**src/rtl/mips_pkg.sv**
```systemverilog
// rtl/mips_pkg.sv - shared encodings and defaults for the multiply/divide unit
package mips_pkg;

  localparam int MD_WIDTH = 32;

  typedef enum logic [2:0] {
    MD_MULT  = 3'b000,
    MD_MULTU = 3'b001,
    MD_DIV   = 3'b010,
    MD_DIVU  = 3'b011,
    MD_MTHI  = 3'b100,
    MD_MTLO  = 3'b101
  } md_op_e;

  typedef enum logic [1:0] {
    MD_IDLE = 2'd0,
    MD_RUN  = 2'd1,
    MD_FIX  = 2'd2
  } md_state_e;

endpackage

```
**src/rtl/md_datapath.sv**
```systemverilog
// rtl/md_datapath.sv - 2*WIDTH accumulator with one shift-add or restoring-divide step per cycle
module md_datapath #(
  parameter int WIDTH = 32
) (
  input  logic               Clk,
  input  logic               ResetL,
  input  logic               load,
  input  logic               step,
  input  logic               mode,
  input  logic [WIDTH-1:0]   op_a,
  input  logic [WIDTH-1:0]   op_b,
  output logic [2*WIDTH-1:0] acc
);

  logic [2*WIDTH-1:0] acc_q;
  logic [WIDTH-1:0]   opb_q;
  logic [WIDTH-1:0]   mcand;
  logic [WIDTH:0]     mul_sum;
  logic [WIDTH:0]     div_part;
  logic [WIDTH:0]     div_diff;
  logic               div_borrow;
  logic [2*WIDTH-1:0] acc_next;

  // Multiply: upper half accumulates, the multiplier drains out of the low end.
  // Divide: remainder in the upper half, quotient bits shift in at the low end.
  always_comb begin
    mcand      = acc_q[0] ? opb_q : {WIDTH{1'b0}};
    mul_sum    = {1'b0, acc_q[2*WIDTH-1:WIDTH]} + {1'b0, mcand};
    div_part   = {acc_q[2*WIDTH-1:WIDTH], acc_q[WIDTH-1]};
    div_diff   = div_part - {1'b0, opb_q};
    div_borrow = div_part < {1'b0, opb_q};
    if (!mode) begin
      acc_next = {mul_sum, acc_q[WIDTH-1:1]};
    end else if (div_borrow) begin
      acc_next = {div_part[WIDTH-1:0], acc_q[WIDTH-2:0], 1'b0};
    end else begin
      acc_next = {div_diff[WIDTH-1:0], acc_q[WIDTH-2:0], 1'b1};
    end
  end

  always_ff @(posedge Clk) begin
    if (!ResetL) begin
      acc_q <= '0;
      opb_q <= '0;
    end else if (load) begin
      acc_q <= {{WIDTH{1'b0}}, op_a};
      opb_q <= op_b;
    end else if (step) begin
      acc_q <= acc_next;
    end
  end

  assign acc = acc_q;

endmodule

```
**src/rtl/mult_div_unit.sv**
```systemverilog
// rtl/mult_div_unit.sv - iterative MULT/DIV unit owning HI/LO, with FSM, counter and sign fixup
module mult_div_unit
  import mips_pkg::*;
#(
  parameter int WIDTH = MD_WIDTH,
  parameter int CNTW  = 5
) (
  input  logic             Clk,
  input  logic             ResetL,
  input  logic             Start,
  input  logic [2:0]       MDCtrl,
  input  logic [WIDTH-1:0] BusA,
  input  logic [WIDTH-1:0] BusB,
  output logic             Busy,
  output logic             Done,
  output logic [WIDTH-1:0] Hi,
  output logic [WIDTH-1:0] Lo
);

  localparam logic [CNTW-1:0] CNT_LAST = CNTW'(WIDTH - 1);

  md_state_e          state, state_next;
  logic [CNTW-1:0]    cnt;
  logic               accept_arith, accept_mt;
  logic               dp_load, dp_step, fix_en;
  logic               op_signed;
  logic               op_div, a_neg, b_neg, b_zero;
  logic [WIDTH-1:0]   mag_a, mag_b;
  logic [2*WIDTH-1:0] acc, prod;
  logic [WIDTH-1:0]   fix_hi, fix_lo;

  assign accept_arith = (state == MD_IDLE) && Start && !MDCtrl[2];
  assign accept_mt    = (state == MD_IDLE) && Start &&
                        ((MDCtrl == MD_MTHI) || (MDCtrl == MD_MTLO));
  assign op_signed    = !MDCtrl[0];

  // 0x80000000 negates to itself, which reads correctly as unsigned 2^31.
  assign mag_a = (op_signed && BusA[WIDTH-1]) ? -BusA : BusA;
  assign mag_b = (op_signed && BusB[WIDTH-1]) ? -BusB : BusB;

  always_ff @(posedge Clk) begin
    if (!ResetL) state <= MD_IDLE;
    else         state <= state_next;
  end

  always_comb begin
    state_next = state;
    case (state)
      MD_IDLE: if (accept_arith) state_next = MD_RUN;
      MD_RUN:  if (cnt == CNT_LAST) state_next = MD_FIX;
      MD_FIX:  state_next = MD_IDLE;
      default: state_next = MD_IDLE;
    endcase
  end

  always_comb begin
    Busy    = (state != MD_IDLE);
    dp_load = accept_arith;
    dp_step = (state == MD_RUN);
    fix_en  = (state == MD_FIX);
  end

  always_ff @(posedge Clk) begin
    if (!ResetL) begin
      cnt    <= '0;
      op_div <= 1'b0;
      a_neg  <= 1'b0;
      b_neg  <= 1'b0;
      b_zero <= 1'b0;
    end else if (dp_load) begin
      cnt    <= '0;
      op_div <= MDCtrl[1];
      a_neg  <= op_signed && BusA[WIDTH-1];
      b_neg  <= op_signed && BusB[WIDTH-1];
      b_zero <= (BusB == '0);
    end else if (dp_step) begin
      cnt <= cnt + 1'b1;
    end
  end

  md_datapath #(.WIDTH(WIDTH)) u_datapath (
    .Clk    (Clk),
    .ResetL (ResetL),
    .load   (dp_load),
    .step   (dp_step),
    .mode   (op_div),
    .op_a   (mag_a),
    .op_b   (mag_b),
    .acc    (acc)
  );

  // Remainder follows the dividend's sign; divide-by-zero keeps the all-ones quotient.
  always_comb begin
    prod   = (a_neg ^ b_neg) ? -acc : acc;
    fix_hi = prod[2*WIDTH-1:WIDTH];
    fix_lo = prod[WIDTH-1:0];
    if (op_div) begin
      fix_hi = a_neg ? -acc[2*WIDTH-1:WIDTH] : acc[2*WIDTH-1:WIDTH];
      if (b_zero)           fix_lo = {WIDTH{1'b1}};
      else if (a_neg ^ b_neg) fix_lo = -acc[WIDTH-1:0];
      else                  fix_lo = acc[WIDTH-1:0];
    end
  end

  always_ff @(posedge Clk) begin
    if (!ResetL) begin
      Hi   <= '0;
      Lo   <= '0;
      Done <= 1'b0;
    end else begin
      Done <= fix_en || accept_mt;
      if (fix_en) begin
        Hi <= fix_hi;
        Lo <= fix_lo;
      end else if (accept_mt) begin
        if (MDCtrl == MD_MTHI) Hi <= BusA;
        else                   Lo <= BusA;
      end
    end
  end

endmodule

```
**config.mk**
```make
export PLATFORM = sky130hd
export DESIGN_NAME = mult_div_unit
export DESIGN_NICKNAME = d
export VERILOG_FILES = /design/src/rtl/mips_pkg.sv /design/src/rtl/md_datapath.sv /design/src/rtl/mult_div_unit.sv
export SDC_FILE = /design/constraint.sdc
export NUM_CORES = 1
export LEC_CHECK = 0
export CAP_MARGIN = 20
export CORE_MARGIN = 2
export CORE_UTILIZATION = 59
export DETAILED_ROUTE_END_ITERATION = 12
export HOLD_SLACK_MARGIN = 0.06
export PLACE_DENSITY = 0.82
export RECOVER_POWER = 25
export SKIP_CTS_REPAIR_TIMING = 1
export SYNTH_ARGS = -nofsm -noshare
export SYNTH_HDL_FRONTEND = slang
export SYNTH_SLANG_ARGS = --single-unit
```
**constraint.sdc**
```tcl
create_clock -name Clk -period 3.7 [get_ports Clk]
set_clock_uncertainty 0.15 [all_clocks]
set_input_delay 0.37 -clock Clk [delete_from_list [all_inputs] [get_ports Clk]]
set_output_delay 0.37 -clock Clk [all_outputs]
set_load 0.03 [all_outputs]
```
# --- Word level (Yosys, flattened, before mapping) ---
# Index checks and enable logic that the tools add are counted.
op_classes:
  n_mux: 22
  bitwise: 2
  magnitude_cmp: 1
  mul: 0
  n_eq_ne: 8
  n_div: 0
  n_reduce_logical: 19
  addsub: 8
  shifts: 0
ops:
  columns: ["cell", "count"]
  rows:
  - ["32-bit two-way mux", 16]
  - ["64-bit two-way mux", 3]
  - ["32-bit negator", 4]
  - ["64-bit negator", 1]
  - ["32-bit by 32-bit adder with 33-bit output", 1]
  - ["33-bit by 32-bit < comparator with 1-bit output", 1]
  - ["32-bit logical NOT", 1]
  - ["32-bit subtractor", 1]
  - ["2-bit nonzero test", 4]
  - ["3-bit == test, second input constant", 2]
  - ["2-bit AND reduction", 3]
  - ["5-bit by 1-bit adder with 5-bit output, second input constant", 1]
  - ["5-bit == test, second input constant", 1]
  - ["1-bit logical AND", 5]
  - ["2-bit two-way mux", 2]
  - ["2-bit != test, second input constant", 2]
  - ["2-bit case mux with 2 select lines", 1]
  - ["2-bit by 1-bit == test with 1-bit output, second input constant", 1]
  - ["2-bit == test, second input constant", 1]
  - ["1-bit logical NOT", 2]
  - ["2-bit logical NOT", 1]
  - ["1-bit logical OR", 2]
  - ["2-bit by 1-bit != test with 1-bit output, second input constant", 1]
  - ["2-bit OR reduction", 1]
  - ["other kinds (2)", 2]
word_totals:
  latch_bits: 0
  wordCells: 72
  input_bits: 70
  reg_bits: 172
  mem_bits_ro: 0
  ramBits: 0
  mem_count: 0

# --- Depth between registers and ports, before layout ---
# Gate-level depths: netlist (run 1).
depth:
  ltp_word: 5
  mapped_depth: 14
  ltp_nobuf: 12

# --- Modules after synthesis ---
# Synthesis (run 1) repeated with hierarchy kept, for this count alone.
unflattened:
  hier_cells: 1853
  hier_area_um2: 14507.7
modules_own_cells:
  columns: ["mod", "n_inst", "area_each_um2", "seq_area_each_um2", "cells_each"]
  rows:
  - ["md_datapath", 1, 8281.7, 1921.8, 1072]
  - ["mult_div_unit", 1, 6226.0, 1521.5, 781]

# --- Least setup slack after synthesis (run 1) ---
# OpenSTA, ideal clock, no wires.
synth_timing:
  kind: "register -> register"
  from: "register u_datapath.acc_q[0], in the netlist u_datapath.acc[0]"
  to: "register u_datapath.acc_q[62], in the netlist u_datapath.acc[62]"
  setup_ps: 130
  n_path_buf: 1
  stages_incl_launch_ff: 14
  arrival_ps: 3175
  slack_ps: 245
  required_time_ps: 3420
  synth_period_minus_slack_ps: 3455
  cell_sequence: "dfxtp_1 > clkinv_1 > clkbuf_1 > nor2_1 > ha_1 > a2111oi_0 > o21ai_0 > a22o_1 > a21o_1 > a221o_1 > a2111oi_0 > nor3_1 > xnor2_1 > o211ai_1"
synth_between:
  elab_chain_cells: 3
synth_rtl:
  columns: ["item", "line", "text"]
  rows:
  - ["from (decl)", "md_datapath.sv:15", "logic [2*WIDTH-1:0] acc_q;"]
  - ["from (signal assigned)", "md_datapath.sv:46", "acc_q <= {{WIDTH{1'b0}}, op_a};"]
  - ["from (signal assigned)", "md_datapath.sv:49", "acc_q <= acc_next;"]
  - ["32-bit two-way mux", "md_datapath.sv:27", "mcand = acc_q[0] ? opb_q : {WIDTH{1'b0}};"]
  - ["32-bit by 32-bit adder with 33-bit output", "md_datapath.sv:28", "mul_sum = {1'b0, acc_q[2*WIDTH-1:WIDTH]} + {1'b0, mcand};"]
  - ["64-bit two-way mux", "md_datapath.sv:32", "if (!mode) begin"]
# No other way between the ends.
# A chain may end at the register's enable or synchronous reset.

# --- Worst setup path after layout (run 1) ---
# Same ends and word-level chain as after synthesis.

==> impl_metrics.yaml, run 1 <==
status:
  status: "finished clean"
critical_path:
  ff2ff_path_depth: 12
  start_kind: "flop"
  crit_arrival_ns: 3.67
  ff2ff_setup_slack_ns: 0.21
  cp_max_fo: 6
  critPathCaptureType: "flop"
  crit_required_ns: 3.88
  critPathKind: "reg -> reg"
  r2r_start: "u_datapath.acc[0]$_SDFFE_PN0P_"
  worstReg2RegEnd: "u_datapath.acc[62]$_SDFFE_PP0P_"
routing:
  wl_mm: 43.6
  route.detailed.drc: 0
  dr.pass1.iters: 8
  routedWlPerCell_um: 19.3
  vias: 14400
  drtAntennaViolNets: 0
  drt_iter0_drc: 1144
  routed_via_density: 6.38
floorplan:
  die-width_um: 157
  initial_core_util: 0.594
  core_region_area_um2: 23300
  row_count: 56
  dieArea_um2: 24700
  die_h_um: 157
  io_pins: 136
yosys:
  postSynthAreaPerCell_um2: 7.63
  synth_top_family_by_area: "compound AO/OA/AOI/OAI gates"
  synthMuxAreaShare: 0.0312
  yosysMostFrequentCell: "nand2_1"
  yosysUniqueCellTypes: 77
  yosysTopAreaCellShare: 0.249
  ys_async_sr_fraction: 0
  synth_simple_gate_area_frac: 0.188
  yosysTopAreaCell: "dfxtp_1"
  synthFlopType: "dfxtp_1"
  syn_inst: 1813
  synth_area_um2: 13800
  synthAdderAreaFrac: 0.0662
  synth_nets: 1955
  synth-edff-count: 0
  synthTopCellsByArea: "dfxtp_1, ha_1, xnor2_1"
  synth-seq-area-share: 0.249
  synthXorXnorAreaFrac: 0.110
  synth_commonest_cells: "nand2_1, dfxtp_1, a21oi_1, o21ai_0, nor2_1"
  yosys_warnings: 0
  ys_seq_elements: 172
  synth-compound-area-share: 0.306
global_routing:
  grt_usage: 0.352
  grt_pass1_wl_mm: 69.5
  grt_antenna_before_repair: 0
  grt_start_max_net_pins: 68
  grt_pass1_vias: 13500
  grt_overflow: 0
clock_tree:
  cts_tree: "yes"
  htreeDepth: 4
  clock-sinks: 172
  clock_latency_ns: 0.45
  root_buffer: "clkbuf_16"
  cts_buffers: 17
  clk_pin_slew_worst_paths_ns: 0.07
  cts.path.max_buffers: 2
layout:
  drive_above_1_share: 0.0728
  register_area_um2: 3440
  fin_cells: 2256
  fill_cells: 1921
  layout.nets: 2067
  fin_area_um2: 16300
  multi_input_area_um2: 9730
  syn_to_final_growth_pct: 18.2
  diodes: 0
sta:
  fmax_ghz: 0.287
  worstMarginPinSlew_ns: 1.34
  max_slew_margin: 0.105
  setup_viol: 0
  final.min_clock_period_ns: 3.49
  slew_violations: 0
  hold_viol_final: 0
  min_period_over_period: 0.943
  whs_ns: 0.315
  rsz0062_at_grt: "no"
  fin_tns_setup_ns: 0
placement:
  dp_hpwl_mm: 32.6
  dpl_cell_area_um2: 15700
  gp_congestion: 0.993
  placedCellCount: 2225
  numPortBuffers: 135
worst_hold_path:
  min_path_cells: 2
  min_path_type: "reg -> reg"
  hp-start: "cnt[4]$_SDFFE_PP0P_"
  holdPathEnd: "cnt[4]$_SDFFE_PP0P_"
flow_run:
  drv_cap: 0
power_and_ir_drop:
  leakagePower_nw: 6.78
  power_mw: 5.56
  powerDensity_nw_per_um2: 340
  irDropWorstVdd_uv: 216
## layer usage
metal | wire [um] | up-vias | share of wire | track usage
li1 | - | 6833 | - | -
met1 | 18400 | 6743 | 0.42 | 0.460
met2 | 20100 | 698 | 0.46 | 0.582
met3 | 3690 | 116 | 0.085 | 0.0606
met4 | 1410 | 0 | 0.032 | 0.134
met5 | 0 | - | 0 | 0
## critical path, cell delays in order (launching register included)
cell,delay [ns]
dfxtp_1,0.33
inv_2,0.13
nor2_1,0.07
ha_1,0.36
a2111oi_0,0.39
o21ai_0,0.26
a22o_1,0.29
a21o_1,0.20
a221o_1,0.43
a2111oi_1,0.41
nor3_1,0.12
xnor2_1,0.15
o211ai_1,0.09
## sequential cells by signal, summed over array words and instances (netlist names)
register          count
Done                  1
Hi                   32
Lo                   32
a_neg                 1
b_neg                 1
b_zero                1
cnt                   5
op_div                1
state                 2
u_datapath.acc       64
u_datapath.opb_q     32
## area by class of cell
class                           instances  share of cell area
Clock buffer                           18              0.0269
Clock inverter                         13             0.00934
Inverter                               70              0.0161
Multi-Input combinational cell       1458               0.595
Sequential cell                       172               0.211
Tap cell                              319              0.0244
Timing Repair Buffer                  206               0.117
## cells by family (layout without fill, tap and decap cells)
family                   after synthesis  count (layout)
flip-flops                           172             172
adder cells (fa/ha/maj)               72              72
buffers and inverters                183             307
AND/OR/NAND/NOR                      541             541
AO/OA/AOI/OAI                        629             629
multiplexers                          43              43
XOR/XNOR                             173             173
## per-stage QoR
| stage | utilization | setup WS (ns) |
|---|---|---|
| after floorplan | - | 0.245 |
| after global placement | 0.676 | 0.175 |
| after detailed placement | 0.676 | 0.0983 |
| after CTS | 0.702 | 0.0881 |
| after global routing | 0.702 | 0.00126 |
| final | 0.702 | 0.213 |
## cells in the final DEF (no fill, tap or decap), types with 42 or more instances in the layout
cell and n:
ha_1 70, o21ai_0 138, dfxtp_1 171, dlygate4sd3_1 46, o211ai_1 44, inv_1 69, xnor2_1 99, nand2_1 199
clkdlybuf4s50_1 88, mux2i_1 42, o211a_1 43, nor2_1 126, a21oi_1 164, xor2_1 74, buf_4 66
## report_power, final
| part | internal [mW] | switching, mW | total, mW |
|---|---|---|---|
| Clock | 0.975 | 0.887 | 1.86 |
| Combinational | 0.683 | 0.991 | 1.67 |
| Sequential | 1.93 | 0.0916 | 2.02 |
| Total | 3.59 | 1.97 | 5.56 |
## worst max-delay path by stage
stage                                   startpoint                               to  slack [ns]  depth (start not counted)
floorplan           u_datapath.acc[0]$_SDFFE_PN0P_  u_datapath.acc[62]$_SDFFE_PP0P_        0.24                         13
global placement    u_datapath.acc[0]$_SDFFE_PN0P_  u_datapath.acc[61]$_SDFFE_PP0P_        0.17                         13
detailed placement  u_datapath.acc[0]$_SDFFE_PN0P_  u_datapath.acc[61]$_SDFFE_PP0P_         0.1                         13
CTS                 u_datapath.acc[0]$_SDFFE_PN0P_  u_datapath.acc[61]$_SDFFE_PP0P_        0.09                         13
global route        u_datapath.acc[0]$_SDFFE_PN0P_  u_datapath.acc[61]$_SDFFE_PP0P_       0.001                         13
finish              u_datapath.acc[0]$_SDFFE_PN0P_  u_datapath.acc[62]$_SDFFE_PP0P_        0.21                         12
Note: power is estimated with default switching activity, not from simulation.
==> run 2, diff against run 1 <==
Clock period 3.7 ns to 3.3 ns, I/O delays scaled along.
==> run 2 against run 1 <==
Against the previous run:
- the flow now finishes with violations (max-capacitance violations, max-slew violations)
- via count rose by 4.9%
- first-iteration DRC count is 29% higher
- sequential share of layout area decreased by 1.1 points
- routed wire length increased by 8.7%
- register-to-register slack worse by 0.18 ns
- global-route usage rose by 1.5 points
- highest routed layer unchanged
==> impl_metrics.yaml, run 2 (synthesized netlist as in run 1, its figures left out) <==
status:
  status: "complete, but fails checks"
  violations: "max-capacitance violations, max-slew violations"
global_routing:
  grt_overflow: 0
  grt_pass1_vias: 14100
  grt_antenna_before_repair: 0
  grt_pass1_wl_mm: 72.8
  grt_usage: 0.367
  grt_start_max_net_pins: 80
flow_run:
  drv_cap: 1
floorplan:
  io_pins: 136
  core_region_area_um2: 23300
  dieArea_um2: 24700
  row_count: 56
  initial_core_util: 0.594
  die-width_um: 157
  die_h_um: 157
layout:
  diodes: 0
  fill_cells: 1783
  mostFrequentLayoutCells: "nand2_1, dfxtp_1, a21oi_1, buf_4, o21ai_0"
  layout_commonest_cell: "nand2_1"
  layout.nets: 2159
  syn_to_final_growth_pct: 24.9
  fin_area_um2: 17300
  utilization: 0.742
  largest_reg_flops: 64
  drive_above_1_share: 0.130
critical_path:
  path_cells: "inv_8, buf_8, nor2_4, ha_4, o211a_1, o2111a_1, a22o_1, a21o_1, a221o_1, a21oi_2, xor2_1, o21ai_1, a211o_1"
  max_stage_delay_ns: 0.42
  crit_buf_inv: 2
  start_kind: "flop"
  cpLargestDelayFamily: "compound AO/OA/AOI/OAI gates"
  cp_max_fo: 7
  ff2ff_path_depth: 13
  critPathCaptureType: "flop"
  ff2ff_setup_slack_ns: 0.03
  worstReg2RegEnd: "u_datapath.acc[60]$_SDFFE_PP0P_"
  critPathKind: "reg -> reg"
  critPathSlowestCell: "a221o_1"
  r2r_start: "u_datapath.acc[0]$_SDFFE_PN0P_"
  crit_arrival_ns: 3.47
  crit_required_ns: 3.49
worst_hold_path:
  min_path_type: "reg -> reg"
  holdPathEnd: "cnt[4]$_SDFFE_PP0P_"
  min_path_cells: 2
  hp-start: "cnt[4]$_SDFFE_PP0P_"
routing:
  routed_via_density: 6.42
  dr.pass1.iters: 6
  drt_iter0_drc: 1473
  wl_mm: 47.4
  drtAntennaViolNets: 0
  vias: 15100
  routedWlPerCell_um: 20.2
  route.detailed.drc: 0
sta:
  setup_viol: 0
  worstMarginPinSlew_ns: 1.60
  fmax_ghz: 0.306
  max_slew_margin: -0.0686
  slew_violations: 22
  final.min_clock_period_ns: 3.27
  min_period_over_period: 0.992
  hold_viol_final: 0
power_and_ir_drop:
  irDropWorstVdd_uv: 273
  leakagePower_nw: 7.25
  powerDensity_nw_per_um2: 368
  power_mw: 6.35
placement:
  dp_hpwl_mm: 34.0
  dpl_cell_area_um2: 16300
  gp_congestion: 1.01
  numPortBuffers: 135
clock_tree:
  clock-sinks: 172
  root_buffer: "clkbuf_16"
  htreeDepth: 4
  clock_latency_ns: 0.45
  cts_buffers: 17
  cts_tree: "yes"
  cts.path.max_buffers: 2
  clk_pin_slew_worst_paths_ns: 0.08
run 2: layer usage:
metal	vias to the layer above	track usage	wire length, um
li1	7020	-	-
met3	149	0.0622	4110
met2	798	0.612	22300
met1	7121	0.471	19300
met5	-	0	0
met4	0	0.154	1730
run 2: worst register-to-register path: cells and delay by family (launching register included):
kind | cells | cell delay [ns]
xor gates and xnor gates | 1 | 0.17
adders and majority gates | 1 | 0.21
AOI/OAI and AO/OA | 8 | 1.95
DFF | 1 | 0.39
and+or+nand+nor | 1 | 0.12
buffers and inverters | 2 | 0.20
run 2: layout make-up:
class                   count  area (um2)  area share
clock buffers              18         429      0.0249
clock inverters            14         150     0.00870
inverters                  70         270      0.0157
multi-input cells        1458        9940       0.576
flip-flops and latches    172        3450       0.200
well taps                 319         399      0.0231
repair buffers            298        2630       0.152
run 2: through the flow:
step,setup TNS (ns),setup WS [ns],hold WS [ns],std cells
floorplan,0,0.0381,0.291,1813
CTS,-0.686,-0.252,0.00777,2336
finish,0,0.0277,0.314,2349
detailed placement,-1.02,-0.167,0.305,2304
global route,-0.137,-0.0509,0.331,2349
global placement,-0.456,-0.118,0.299,2304
run 2: how the worst max path moves through the flow:
stage | end | cells past startpoint | startpoint | slack [ns]
finish | u_datapath.acc[60]$_SDFFE_PP0P_ | 13 | u_datapath.acc[0]$_SDFFE_PN0P_ | 0.03
global route | u_datapath.acc[62]$_SDFFE_PP0P_ | 13 | u_datapath.acc[0]$_SDFFE_PN0P_ | -0.05
CTS | u_datapath.acc[62]$_SDFFE_PP0P_ | 12 | u_datapath.acc[0]$_SDFFE_PN0P_ | -0.25
detailed placement | u_datapath.opb_q[30]$_SDFFE_PN0P_ | 10 | BusB[4] | -0.17
global placement | u_datapath.opb_q[30]$_SDFFE_PN0P_ | 10 | BusB[4] | -0.12
floorplan | u_datapath.acc[62]$_SDFFE_PP0P_ | 13 | u_datapath.acc[0]$_SDFFE_PN0P_ | 0.04
run 2: where the power goes:
group | internal, mW | switching [mW]
Sequential | 2.17 | 0.106
Clock | 1.01 | 1.02
Combinational | 0.873 | 1.17
